`src/rtl/nor_flash_arbiter.sv`:
```
// Two-requester round-robin arbiter in front of a NOR flash controller.
// Optional watchdog on ISSUE/GAP/WAIT: define FLASH_ARB_TIMEOUT_EN (limit TIMEOUT_CYCLES).
module nor_flash_arbiter #(
    parameter int ADDR_WIDTH     = 20,
    parameter int DATA_WIDTH     = 16,
    parameter int TIMEOUT_CYCLES = 1024
) (
    input  logic                  clk,
    input  logic                  rst,
    input  logic                  r0_req,
    input  logic [1:0]            r0_op,
    input  logic [ADDR_WIDTH-1:0] r0_addr,
    input  logic [DATA_WIDTH-1:0] r0_wdata,
    output logic                  r0_gnt,
    output logic                  r0_done,
    input  logic                  r1_req,
    input  logic [1:0]            r1_op,
    input  logic [ADDR_WIDTH-1:0] r1_addr,
    input  logic [DATA_WIDTH-1:0] r1_wdata,
    output logic                  r1_gnt,
    output logic                  r1_done,
    output logic [DATA_WIDTH-1:0] rsp_rdata,
    output logic                  rsp_err,
    output logic                  busy,
    output logic                  fl_read,
    output logic                  fl_write,
    output logic                  fl_erase,
    output logic [ADDR_WIDTH-1:0] fl_addr,
    output logic [DATA_WIDTH-1:0] fl_wdata,
    input  logic                  fl_ready,
    input  logic [DATA_WIDTH-1:0] fl_rdata
);
    typedef enum logic [2:0] {IDLE, ISSUE, GAP, WAIT, DONE} state_t;

    localparam logic [1:0] OP_READ    = 2'b00;
    localparam logic [1:0] OP_PROGRAM = 2'b01;
    localparam logic [1:0] OP_ERASE   = 2'b10;
    localparam logic [1:0] OP_ILLEGAL = 2'b11;

    state_t                state_reg, state_next;
    logic                  prio_reg;
    logic                  owner_reg;
    logic                  to_reg;
    logic [1:0]            op_reg;
    logic [ADDR_WIDTH-1:0] addr_reg;
    logic [DATA_WIDTH-1:0] wdata_reg;
    logic [DATA_WIDTH-1:0] rdata_reg;
    logic [1:0]            gnt_reg;
    logic [1:0]            done_reg;
    logic                  err_reg;
    logic                  read_reg, write_reg, erase_reg;

    logic                  any_req;
    logic                  winner;
    logic                  timeout_hit;
    logic [1:0]            sel_op;
    logic [ADDR_WIDTH-1:0] sel_addr;
    logic [DATA_WIDTH-1:0] sel_wdata;

    // prio_reg names the requester that wins a tie.
    assign any_req   = r0_req | r1_req;
    assign winner    = (r0_req & r1_req) ? prio_reg : r1_req;
    assign sel_op    = winner ? r1_op    : r0_op;
    assign sel_addr  = winner ? r1_addr  : r0_addr;
    assign sel_wdata = winner ? r1_wdata : r0_wdata;

    if (TIMEOUT_CYCLES < 2) begin : g_bad_timeout
        $error("TIMEOUT_CYCLES must be at least 2");
    end

`ifdef FLASH_ARB_TIMEOUT_EN
    localparam int CNT_W = $clog2(TIMEOUT_CYCLES + 1);
    logic [CNT_W-1:0] cnt_reg;

    // rN_done is registered out of DONE, so DONE is entered one cycle before the limit.
    assign timeout_hit = (cnt_reg >= CNT_W'(TIMEOUT_CYCLES - 2));

    always_ff @(posedge clk) begin
        if (rst) begin
            cnt_reg <= '0;
        end else if (state_reg == IDLE) begin
            cnt_reg <= '0;
        end else if (state_reg == ISSUE || state_reg == GAP || state_reg == WAIT) begin
            cnt_reg <= cnt_reg + 1'b1;
        end
    end
`else
    assign timeout_hit = 1'b0;
`endif

    always_comb begin
        state_next = state_reg;
        case (state_reg)
            IDLE:    if (any_req) state_next = (sel_op == OP_ILLEGAL) ? DONE : ISSUE;
            ISSUE:   if (fl_ready) state_next = GAP;
                     else if (timeout_hit) state_next = DONE;
            GAP:     state_next = timeout_hit ? DONE : WAIT;
            WAIT:    if (fl_ready || timeout_hit) state_next = DONE;
            DONE:    state_next = IDLE;
            default: state_next = IDLE;
        endcase
    end

    always_ff @(posedge clk) begin
        if (rst) begin
            state_reg <= IDLE;
            prio_reg  <= 1'b0;
            owner_reg <= 1'b0;
            to_reg    <= 1'b0;
            op_reg    <= OP_READ;
            addr_reg  <= '0;
            wdata_reg <= '0;
            rdata_reg <= '0;
            gnt_reg   <= 2'b00;
            done_reg  <= 2'b00;
            err_reg   <= 1'b0;
            read_reg  <= 1'b0;
            write_reg <= 1'b0;
            erase_reg <= 1'b0;
        end else begin
            state_reg <= state_next;
            gnt_reg   <= 2'b00;
            done_reg  <= 2'b00;
            err_reg   <= 1'b0;
            read_reg  <= 1'b0;
            write_reg <= 1'b0;
            erase_reg <= 1'b0;
            case (state_reg)
                IDLE: if (any_req) begin
                    owner_reg <= winner;
                    op_reg    <= sel_op;
                    addr_reg  <= sel_addr;
                    wdata_reg <= sel_wdata;
                    gnt_reg   <= winner ? 2'b10 : 2'b01;
                    prio_reg  <= ~winner;
                    to_reg    <= 1'b0;
                end
                ISSUE: if (fl_ready) begin
                    read_reg  <= (op_reg == OP_READ);
                    write_reg <= (op_reg == OP_PROGRAM);
                    erase_reg <= (op_reg == OP_ERASE);
                end else if (timeout_hit) begin
                    to_reg <= 1'b1;
                end
                GAP: if (timeout_hit) to_reg <= 1'b1;
                WAIT: if (fl_ready) begin
                    if (op_reg == OP_READ) rdata_reg <= fl_rdata;
                end else if (timeout_hit) begin
                    to_reg <= 1'b1;
                end
                DONE: begin
                    done_reg <= owner_reg ? 2'b10 : 2'b01;
                    err_reg  <= (op_reg == OP_ILLEGAL) | to_reg;
                end
                default: ;
            endcase
        end
    end

    assign r0_gnt    = gnt_reg[0];
    assign r1_gnt    = gnt_reg[1];
    assign r0_done   = done_reg[0];
    assign r1_done   = done_reg[1];
    assign rsp_err   = err_reg;
    assign rsp_rdata = rdata_reg;
    assign busy      = (state_reg != IDLE);
    assign fl_read   = read_reg;
    assign fl_write  = write_reg;
    assign fl_erase  = erase_reg;
    assign fl_addr   = addr_reg;
    assign fl_wdata  = wdata_reg;
endmodule

```
`config.mk`:
```
export PLATFORM = sky130hd
export DESIGN_NAME = nor_flash_arbiter
export DESIGN_NICKNAME = d
export VERILOG_FILES = /design/src/rtl/nor_flash_arbiter.sv
export SDC_FILE = /design/constraint.sdc
export NUM_CORES = 1
export LEC_CHECK = 0
export BUFFER_PORTS_ARGS = -buffer_cell sky130_fd_sc_hd__buf_2
export CELL_PAD_IN_SITES_DETAIL_PLACEMENT = 1
export CELL_PAD_IN_SITES_GLOBAL_PLACEMENT = 2
export CORE_MARGIN = 1.5
export CORE_UTILIZATION = 23
export DETAILED_ROUTE_END_ITERATION = 16
export PLACE_DENSITY_LB_ADDON = 0.1
export RECOVER_POWER = 100
export SLEW_MARGIN = 0
export SYNTH_ARGS = -nofsm -noshare
export SYNTH_HDL_FRONTEND = slang
export SYNTH_SLANG_ARGS = --single-unit
```
`constraint.sdc`:
```
create_clock -name clk -period 2.2 [get_ports clk]
set_input_delay 0.44 -clock clk [delete_from_list [all_inputs] [get_ports clk]]
set_output_delay 0.44 -clock clk [all_outputs]
set_load 0.005 [all_outputs]
```
==> results of run 1 <==
==> worst paths after layout <==
kind                 from       endpoint  cells past startpoint
max          state_reg[1]    fl_addr[11]                      6
min          fl_rdata[13]  rsp_rdata[13]                      3
max reg2reg  state_reg[1]    fl_addr[11]                      6
min reg2reg     owner_reg    done_reg[0]                      1
==> report_power, final <==
part           total, mW  switching (mW)  leakage, nW  internal [mW]
sequential          1.41          0.0795        0.548           1.33
clock               1.24           0.464        0.123          0.781
combinational      0.491           0.241         1.19          0.250
total               3.15           0.784         1.86           2.36
==> cells by family after synthesis <==
logic type / after synthesis / share of synthesized area, %
muxes: 3 / 1.228
buffers and inverters: 21 / 4.371
DFF: 67 / 52.65
xor gates and xnor gates: 1 / 0.3439
and+or+nand+nor: 60 / 10.71
AOI/OAI and AO/OA: 101 / 30.70
==> per-stage QoR <==
step / cell area, um2 / power (mW) / setup WS (ns)
floorplan: 2547 / 1.699 / 0.5560
global placement: 3465 / 1.956 / 0.3515
detailed placement: 3465 / 1.966 / 0.3310
CTS: 3706 / 3.251 / 0.3167
global route: 3654 / 3.344 / 0.1161
finish: 3654 / 3.146 / 0.2760
==> cell usage after synthesis <==
cell / count / area (um2)
a221oi_1: 1 / 8.760
buf_1: 1 / 3.750
or4_1: 3 / 22.52
inv_2: 1 / 3.750
xor2_1: 1 / 8.760
o41a_1: 1 / 11.26
a211oi_1: 2 / 15.01
mux2i_1: 2 / 20.02
inv_1: 3 / 11.26
a21oi_1: 18 / 90.09
o22ai_1: 1 / 6.260
dfxtp_1: 67 / 1341
and3_1: 2 / 12.51
o2111a_1: 1 / 11.26
buf_6: 4 / 45.04
mux2_2: 1 / 11.26
o21ai_1: 1 / 5.000
nor3_4: 1 / 16.27
a22o_1: 36 / 315.3
nor4_2: 1 / 12.51
a21o_1: 36 / 270.3
nor3b_1: 1 / 7.510
nor3_1: 2 / 10.01
o21ai_0: 1 / 5.000
or2_0: 1 / 6.260
clkbuf_1: 10 / 37.54
nand3_1: 1 / 5.000
nor2_1: 11 / 41.29
a2111oi_4: 1 / 27.53
nand2_1: 37 / 138.9
buf_2: 2 / 10.01
o21a_1: 1 / 7.510
a311oi_1: 1 / 8.760
==> layout by cell type (no fill, tap or decap), drive strengths merged <==
| cell | count |
|---|---|
| o21a | 1 |
| buf | 119 |
| dfxtp | 67 |
| nand3 | 1 |
| nor4 | 1 |
| a22o | 36 |
| o21ai | 2 |
| nor3b | 1 |
| o41a | 1 |
| mux2 | 1 |
| nand2 | 37 |
| o22ai | 1 |
| bufinv | 3 |
| and3 | 2 |
| mux2i | 2 |
| nor3 | 3 |
| nor2 | 11 |
| or2 | 1 |
| a221oi | 1 |
| a21oi | 18 |
| a311oi | 1 |
| a21o | 36 |
| a2111oi | 1 |
| xor2 | 1 |
| or4 | 3 |
| o2111a | 1 |
| clkbuf | 54 |
| clkinv | 2 |
| a211oi | 2 |
| inv | 4 |
==> worst register-to-register path: stages (launching register included) <==
cell and delay (ns):
dfxtp_1 0.41, nor3_4 0.28, inv_1 0.17, nor2_1 0.31, nor2_2 0.05, clkbuf_4 0.32, a21o_1 0.29
==> cell type report <==
class,instances,area (um2)
sequential,67,1341
multi-input combinational,165,1097
tap,140,175.2
inverter,4,15.01
timing repair buffer,162,783.3
fill,1342,7187
clock inverter,5,100.1
clock buffer,11,141.4
==> metal layers <==
layer | global-route usage (%) | share of wire, % | vias up
met5 | 0 | 0 | -
met3 | 6.329 | 11 | 9
met1 | 15.92 | 42 | 1152
met2 | 21.11 | 45 | 105
met4 | 7.049 | 1.7 | 0
li1 | - | - | 1228
==> impl_metrics.py, run 1 <==
metrics = {
    "routing": {
        "vias": 2494,
        "wl_per_cell_um": 14.10,
        "drc": 0,
        "vias_per_cell": 4.502,
        "totalWireLength_um": 7811,
        "first_iter_violations": 42,
        "dr.pass1.iters": 4,
        "ant_nets": 0,
    },
    "synthesis": {
        "synth.net_count": 350,
        "yosysWarnings": 0,
        "synth_cell_types": 33,
        "synthCells": 253,
        "ys_seq_area_share_pct": 52.65,
        "syn_area_um2": 2547,
        "ys_seq_elements": 67,
        "synth.avg_cell_area_um2": 10.07,
    },
    "setup_path": {
        "critPathArrivalTime_ns": 2.16,
        "critical_path.top_delay_family": "simple AND/OR/NAND/NOR gates",
        "r2r_slack_ns": 0.28,
        "slowest_stage": "dfxtp_1",
        "path_cells": "nor3_4 > inv_1 > nor2_1 > nor2_2 > clkbuf_4 > a21o_1",
        "worstPathRequired_ns": 2.43,
        "start_kind": "register",
        "crit_buf_inv": 2,
        "critical_path_class": "register to register",
        "endpoint_kind": "register",
        "crit_fanout": 36,
        "cpPeakStageDelay_ns": 0.41,
    },
    "final_layout": {
        "drive_above_1_share_pct": 33.82,
        "synthToLayoutAreaGrowth_pct": 43.42,
        "stdcell_count": 554,
        "fin_nets": 506,
        "final_core_util_pct": 33.70,
        "largest_register_ffs": 20,
        "num_antenna_cells": 0,
    },
    "power_and_ir_drop": {
        "peakVddDrop_mv": 0.3349,
        "power_density_nw_per_um2": 861.1,
        "leakagePower_nw": 1.863,
    },
    "die": {
        "ios": 158,
        "start_util_pct": 23.50,
        "fp.dieArea_um2": 11720,
        "core-area_um2": 10840,
        "placementRows": 38,
        "fp.dieH_um": 108.2,
        "die_width_um": 108.2,
    },
    "grt": {
        "grt_max_degree": 38,
        "grt_pass1_wl_um": 12260,
        "grt-ovfl-total": 0,
        "antenna_found_initial": 0,
        "grtUsageTotal_pct": 13.71,
        "grt_pass1_vias": 2519,
    },
    "cts": {
        "cts.htree.levels": 3,
        "clk_path_buf_depth": 2,
        "cts_num_sinks": 67,
        "ctsHoldBuffers": 0,
        "cts_buffers": 9,
        "post_cts_resized": 0,
        "cts_setup_buffers": 0,
        "root_buffer": "clkbuf_8",
        "cts_tree": "yes",
        "clkLatencyLatePin_ns": 0.34,
        "clkTransAtPathRegs_ns": 0.08,
    },
    "sta": {
        "rsz0062_at_grt": "no",
        "hold_viol_final": 0,
        "finalMaxSlewViolations": 0,
        "relSlewSlack_pct": 55.23,
        "finalSetupViolCount": 0,
        "tightest_slew_ns": 0.6645,
        "fin_crit_ns": 1.924,
        "fin_tns_setup_ns": 0,
        "skew_ns": 0.01027,
        "final.period_utilization_pct": 87.46,
        "max_clock_freq_ghz": 0.5197,
        "whs_ns": 0.3312,
    },
    "placement": {
        "dp_hpwl_um": 5779,
        "portBuffers": 157,
        "gp_congestion": 0.6879,
        "dp_cells": 538,
    },
    "hold_path": {
        "hp-class": "input port to register",
    },
    "run_status": {
        "status": "finished, final reports clean",
    },
    "flow_run": {
        "maxCapViolCount": 0,
    },
}
Note: power is estimated with default switching activity, not from simulation.
==> run 2, diff against run 1 <==
--- a/config.mk
+++ b/config.mk
@@ -5,11 +5,12 @@
 export SDC_FILE = /design/constraint.sdc
 export NUM_CORES = 1
 export LEC_CHECK = 0
+export ABC_AREA = 1
 export BUFFER_PORTS_ARGS = -buffer_cell sky130_fd_sc_hd__buf_2
 export CELL_PAD_IN_SITES_DETAIL_PLACEMENT = 1
 export CELL_PAD_IN_SITES_GLOBAL_PLACEMENT = 2
 export CORE_MARGIN = 1.5
-export CORE_UTILIZATION = 23
+export CORE_UTILIZATION = 25
 export DETAILED_ROUTE_END_ITERATION = 16
 export PLACE_DENSITY_LB_ADDON = 0.1
 export RECOVER_POWER = 100
==> constraint.sdc (replaced) <==
create_clock -name clk -period 2.4 [get_ports clk]
set_input_delay 0.48 -clock clk [delete_from_list [all_inputs] [get_ports clk]]
set_output_delay 0.48 -clock clk [all_outputs]
set_load 0.005 [all_outputs]
==> run 2 against run 1 <==
Against the previous run:
- clock power up 3%
- hold slack better by 0.083 ns
- first-iteration DRC count up 150%
- cell area up 7.5%
- count of clock-buffer cells in the layout up 1
- power up 7.0%
- register-to-register slack better by 0.31 ns
- fmax up 6.2%
==> impl_metrics.py, run 2 <==
metrics = {
    "final_layout": {
        "fin_nets": 605,
        "drive_above_1_share_pct": 28.57,
        "largest_register_ffs": 20,
        "final_common_cell": "buf_2",
        "seqCellArea_um2": 1341,
        "n_fill_cell": 1397,
        "layout_common_cells": "buf_2 (121), dfxtp_1 (67), nand2_1 (63)",
        "multi_input_area_um2": 1245,
        "synthToLayoutAreaGrowth_pct": 37.96,
        "num_antenna_cells": 0,
    },
    "cts": {
        "cts_num_sinks": 67,
        "clk_path_buf_depth": 2,
        "cts.htree.levels": 3,
        "ctsHoldBuffers": 0,
        "root_buffer": "clkbuf_16",
        "clkLatencyLatePin_ns": 0.32,
        "cts_buffers": 9,
        "cts_setup_buffers": 0,
        "cts_tree": "yes",
        "clkTransAtPathRegs_ns": 0.05,
        "post_cts_resized": 0,
    },
    "grt": {
        "grt_max_degree": 49,
        "grt_pass1_vias": 3207,
        "grtUsageTotal_pct": 16.39,
        "grt_pass1_wl_um": 15440,
        "antenna_found_initial": 0,
        "grt-ovfl-total": 0,
    },
    "power_and_ir_drop": {
        "power_density_nw_per_um2": 856.5,
        "power_mw": 3.365,
        "peakVddDrop_mv": 0.3634,
        "leakagePower_nw": 1.661,
    },
    "routing": {
        "first_iter_violations": 103,
        "dr.pass1.iters": 4,
        "drc": 0,
        "ant_nets": 0,
        "wl_per_cell_um": 15.48,
        "vias_per_cell": 4.856,
        "totalWireLength_um": 10080,
        "vias": 3161,
    },
    "sta": {
        "finalSetupViolCount": 0,
        "final.period_utilization_pct": 75.50,
        "tightest_slew_ns": 0.8474,
        "hold_viol_final": 0,
        "rsz0062_at_grt": "no",
        "max_clock_freq_ghz": 0.5519,
        "finalMaxSlewViolations": 0,
        "fin_tns_setup_ns": 0,
        "worst_slack_ns": 0.5881,
        "fin_crit_ns": 1.812,
        "skew_ns": 0.008430,
        "relSlewSlack_pct": 43.51,
    },
    "synthesis": {
        "synth.avg_cell_area_um2": 7.845,
        "synthCells": 363,
        "synth.net_count": 460,
        "synth_cell_types": 22,
        "synth_compound_area_share_pct": 14.19,
        "synth_fa_ha_area_share_pct": 0,
        "postSynth.asyncResetShare_pct": 0,
        "ys_seq_area_share_pct": 47.10,
        "synth_edf_count": 0,
        "synth_area_leader_cell": "dfxtp_1",
        "syn_area_um2": 2848,
        "synth_top_family_by_area": "simple AND/OR/NAND/NOR gates",
        "synthSimpleGateAreaFrac_pct": 30.27,
        "synth_xor_area_share_pct": 0,
        "synth_top_area_share_pct": 47.10,
        "synthMuxAreaShare_pct": 0,
        "synth-main-ff-cell": "dfxtp_1",
        "synthMostInstantiatedCell": "dfxtp_1",
        "ys_seq_elements": 67,
        "yosysWarnings": 0,
        "netlist_top_cells_count": "dfxtp_1 (67), nand2_1 (62), nand3_1 (58)",
        "yosys-top-cells-area": "dfxtp_1 (47%), nand3_1 (10%), nand2_1 (8.2%)",
    },
    "setup_path": {
        "cpPeakStageDelay_ns": 0.66,
        "endpoint_kind": "register",
        "path_cells": "inv_1 > nand2_1 > clkbuf_2 > nand3_1 > nand2_1 > nand3_1 > nand2_1 > a21oi_1",
        "start_kind": "register",
        "crit_fanout": 39,
        "critical_path_class": "register to register",
        "critical_path.top_delay_family": "buffers and inverters",
        "r2r_slack_ns": 0.59,
        "cpMostUsedCell": "nand2_1",
        "worstPathRequired_ns": 2.59,
        "slowest_stage": "clkbuf_2",
        "crit_buf_inv": 2,
        "critPathArrivalTime_ns": 2.01,
    },
    "hold_path": {
        "hp-class": "register to register",
    },
    "placement": {
        "dp_slack_ns": 0.7101,
        "portBuffers": 157,
        "dp_hpwl_um": 6928,
        "gp_congestion": 0.7644,
    },
    "die": {
        "core-area_um2": 10980,
        "fp.dieH_um": 109.7,
        "placementRows": 38,
        "start_util_pct": 25.93,
        "ios": 158,
        "die_width_um": 109.7,
        "fp.dieArea_um2": 12040,
    },
    "flow_run": {
        "maxCapViolCount": 0,
    },
    "run_status": {
        "status": "finished, final reports clean",
    },
}
-- run 2: cell count changes after synthesis, sizes merged, moves of 24 or more --
cell,previous run,this run
a21oi,18,42
a22o,36,0
nand2,37,64
nand3,1,58
a21o,36,0
nand4,0,30
a31oi,0,27
-- run 2: kinds of logic after synthesis --
family | Yosys count
AOI/OAI and AO/OA | 73
DFF | 67
buffers and inverters | 46
and+or+nand+nor | 177
-- run 2: final cells by class --
| type | count | area share [%] |
|---|---|---|
| inverter | 13 | 1.242 |
| clock buffer | 12 | 6.274 |
| clock inverter | 2 | 0.9554 |
| sequential | 67 | 34.14 |
| tap | 140 | 4.459 |
| multi-input combinational | 250 | 31.69 |
| timing repair buffer | 167 | 21.24 |
-- run 2: routing by layer --
| metal | wire length (um) | global-route usage [%] | part of all wire, % | vias to the layer above |
|---|---|---|---|---|
| met2 | 4869 | 28.26 | 48 | 105 |
| met5 | 0 | 0 | 0 | - |
| li1 | - | - | - | 1568 |
| met4 | 128 | 4.917 | 1.3 | 0 |
| met3 | 759 | 5.928 | 7.5 | 10 |
| met1 | 4322 | 18.90 | 43 | 1478 |
-- run 2: worst paths after layout --
kind	from	to	depth (start not counted)
max	prio_reg	state_reg[0]	8
min	owner_reg	done_reg[0]	1
max reg2reg	prio_reg	state_reg[0]	8
min reg2reg	owner_reg	done_reg[0]	1
-- run 2: power by group --
part | internal [mW] | switching (mW) | total [mW]
combinational | 0.287 | 0.489 | 0.776
clock | 0.822 | 0.460 | 1.28
sequential | 1.24 | 0.0709 | 1.31
total | 2.34 | 1.02 | 3.37
-- run 2: stage by stage --
| step | cell area, um2 | cells | hold slack (ns) | util [%] |
|---|---|---|---|---|
| floorplan | 2848 | 363 | 0.3925 | - |
| global placement | 3717 | 637 | 0.4090 | 33.85 |
| detailed placement | 3717 | 637 | 0.4107 | 33.85 |
| CTS | 4001 | 651 | 0.4179 | 36.43 |
| global route | 3929 | 651 | 0.4236 | 35.77 |
| finish | 3929 | 651 | 0.4145 | 35.77 |
==> run 3, diff against run 2 <==
--- a/config.mk
+++ b/config.mk
@@ -10,7 +10,7 @@
 export CELL_PAD_IN_SITES_DETAIL_PLACEMENT = 1
 export CELL_PAD_IN_SITES_GLOBAL_PLACEMENT = 2
 export CORE_MARGIN = 1.5
-export CORE_UTILIZATION = 25
+export CORE_UTILIZATION = 23
 export DETAILED_ROUTE_END_ITERATION = 16
 export PLACE_DENSITY_LB_ADDON = 0.1
 export RECOVER_POWER = 100
==> constraint.sdc (replaced) <==
create_clock -name clk -period 1.7 [get_ports clk]
set_input_delay 0.34 -clock clk [delete_from_list [all_inputs] [get_ports clk]]
set_output_delay 0.34 -clock clk [all_outputs]
set_load 0.005 [all_outputs]
==> run 3 against run 2 <==
Against the previous run:
- non-clock buffer count increased by 7
- hold slack got worse by 0.13 ns
- count of clock-buffer cells in the layout decreased by 2
- core utilization decreased by 1.4 points
- critical path type is now register to output port
- final cell count increased by 5.7%
- critical path depth decreased by 5
- largest power group is now the clock network
- register-to-register slack got worse by 0.25 ns
==> impl_metrics.py, run 3 (synthesis gave the netlist of run 2 again) <==
metrics = {
    "sta": {
        "skew_ns": 0.009556,
        "hold_viol_final": 0,
        "finalMaxSlewViolations": 0,
        "fin_tns_setup_ns": 0,
        "rsz0062_at_grt": "no",
        "max_clock_freq_ghz": 0.7039,
        "whs_ns": 0.2846,
        "final.period_utilization_pct": 83.56,
        "fin_crit_ns": 1.421,
        "tightest_slew_ns": 0.8023,
        "relSlewSlack_pct": 46.51,
        "finalSetupViolCount": 0,
    },
    "flow_run": {
        "maxCapViolCount": 0,
    },
    "setup_path": {
        "endpoint_kind": "output port",
        "path_cells": "inv_2 > nand2_1 > clkbuf_1",
        "worstPathRequired_ns": 1.36,
        "cpPeakStageDelay_ns": 0.36,
        "critPathArrivalTime_ns": 1.08,
        "start_kind": "register",
        "crit_buf_inv": 2,
        "critical_path_class": "register to output port",
        "critical_path.top_delay_family": "flip-flops",
        "slowest_stage": "dfxtp_1",
        "crit_fanout": 6,
    },
    "grt": {
        "antenna_found_initial": 1,
        "grt_max_degree": 58,
        "grt_pass1_wl_um": 16570,
        "grtUsageTotal_pct": 16.13,
        "grt_pass1_vias": 3352,
        "grt-ovfl-total": 0,
    },
    "cts": {
        "post_cts_resized": 0,
        "cts_num_sinks": 67,
        "cts_setup_buffers": 0,
        "clkTransAtPathRegs_ns": 0.06,
        "cts_tree": "yes",
        "root_buffer": "clkbuf_16",
        "ctsHoldBuffers": 0,
        "clk_path_buf_depth": 2,
        "cts.htree.levels": 3,
        "clkLatencyLatePin_ns": 0.32,
        "cts_buffers": 9,
    },
    "routing": {
        "drc": 0,
        "first_iter_violations": 145,
        "vias": 3186,
        "totalWireLength_um": 10240,
        "wl_per_cell_um": 14.89,
        "dr.pass1.iters": 4,
        "ant_nets": 0,
        "vias_per_cell": 4.631,
    },
    "run_status": {
        "status": "finished, final reports clean",
    },
    "final_layout": {
        "layout_common_cells": "buf_2 (127), dfxtp_1 (67), nand2_1 (63)",
        "drive_above_1_share_pct": 32.12,
        "largest_register_ffs": 20,
        "final_core_util_pct": 34.34,
        "n_fill_cell": 1511,
        "final_common_cell": "buf_2",
        "num_antenna_cells": 0,
        "fin_nets": 612,
        "synthToLayoutAreaGrowth_pct": 45.43,
    },
    "power_and_ir_drop": {
        "p_int_mw": 3.695,
        "combPwrFrac_pct": 22.5,
        "seqPwrFrac_pct": 35.4,
        "clock_power_share_pct": 42.1,
        "p_switching_mw": 1.536,
        "power_density_nw_per_um2": 1263,
        "leakagePower_nw": 1.778,
        "switching_share_pct": 29.37,
        "peakVddDrop_mv": 0.4846,
    },
    "placement": {
        "portBuffers": 157,
        "dp_hpwl_um": 7325,
        "gp_congestion": 0.7672,
    },
    "hold_path": {
        "hp-class": "input port to register",
    },
    "die": {
        "fp.dieH_um": 114.3,
        "die_width_um": 114.3,
        "ios": 158,
        "start_util_pct": 23.61,
        "fp.dieArea_um2": 13060,
        "placementRows": 40,
        "core-area_um2": 12060,
    },
}
[run 3: final timing paths]
path,start,endpoint,slack [ns],cells past startpoint
max reg2reg,state_reg[2],fl_wdata[5],0.34,6
min,fl_rdata[14],rsp_rdata[14],0.28,3
min reg2reg,owner_reg,done_reg[0],0.41,1
max,state_reg[1],busy,0.28,3
[run 3: power groups by stage]
stage          Clock (mW)  Sequential [mW]  Combinational, mW
2_1_floorplan           0             1.88              0.732
3_3_place_gp            0             1.88               1.21
3_5_place_dp            0             1.88               1.22
4_1_cts              2.27             1.85               1.23
5_1_grt              2.34             1.88               1.33
6_report             2.20             1.85               1.17
[run 3: cell type report]
| cell class | count | area (um2) | share of cell area, % |
|---|---|---|---|
| clock inverter | 6 | 112.6 | 2.719 |
| timing repair buffer | 174 | 925.9 | 22.36 |
| clock buffer | 10 | 239.0 | 5.770 |
| multi-input combinational | 250 | 1264 | 30.51 |
| inverter | 13 | 48.80 | 1.178 |
| tap | 168 | 210.2 | 5.076 |
| sequential | 67 | 1341 | 32.39 |
[run 3: worst register-to-register path: cells and delay by family, from the launching register on]
family	cells	cell delay, ns
AO/OA/AOI/OAI	1	0.19
buffers and inverters	1	0.25
flip-flops	1	0.33
AND/OR/NAND/NOR	4	0.51
[run 3: metal layers]
| layer | up-vias | GRT usage, % | routed length [um] | part of all wire, % |
|---|---|---|---|---|
| met5 | - | 0 | 13 | 0.13 |
| met4 | 2 | 5.750 | 176 | 1.7 |
| met3 | 17 | 4.870 | 609 | 5.9 |
| met2 | 89 | 27.51 | 5001 | 49 |
| met1 | 1493 | 19.22 | 4441 | 43 |
| li1 | 1585 | - | - | - |
[run 3: per-stage QoR]
step	instances	instance area, um2	worst slack, ns	total power, mW
2_1_floorplan	363	2848	0.3938	2.617
3_3_place_gp	672	3830	0.3366	3.097
3_5_place_dp	672	3830	0.2400	3.108
4_1_cts	688	4182	0.3055	5.351
5_1_grt	688	4141	0.1668	5.541
6_report	688	4141	0.2794	5.231
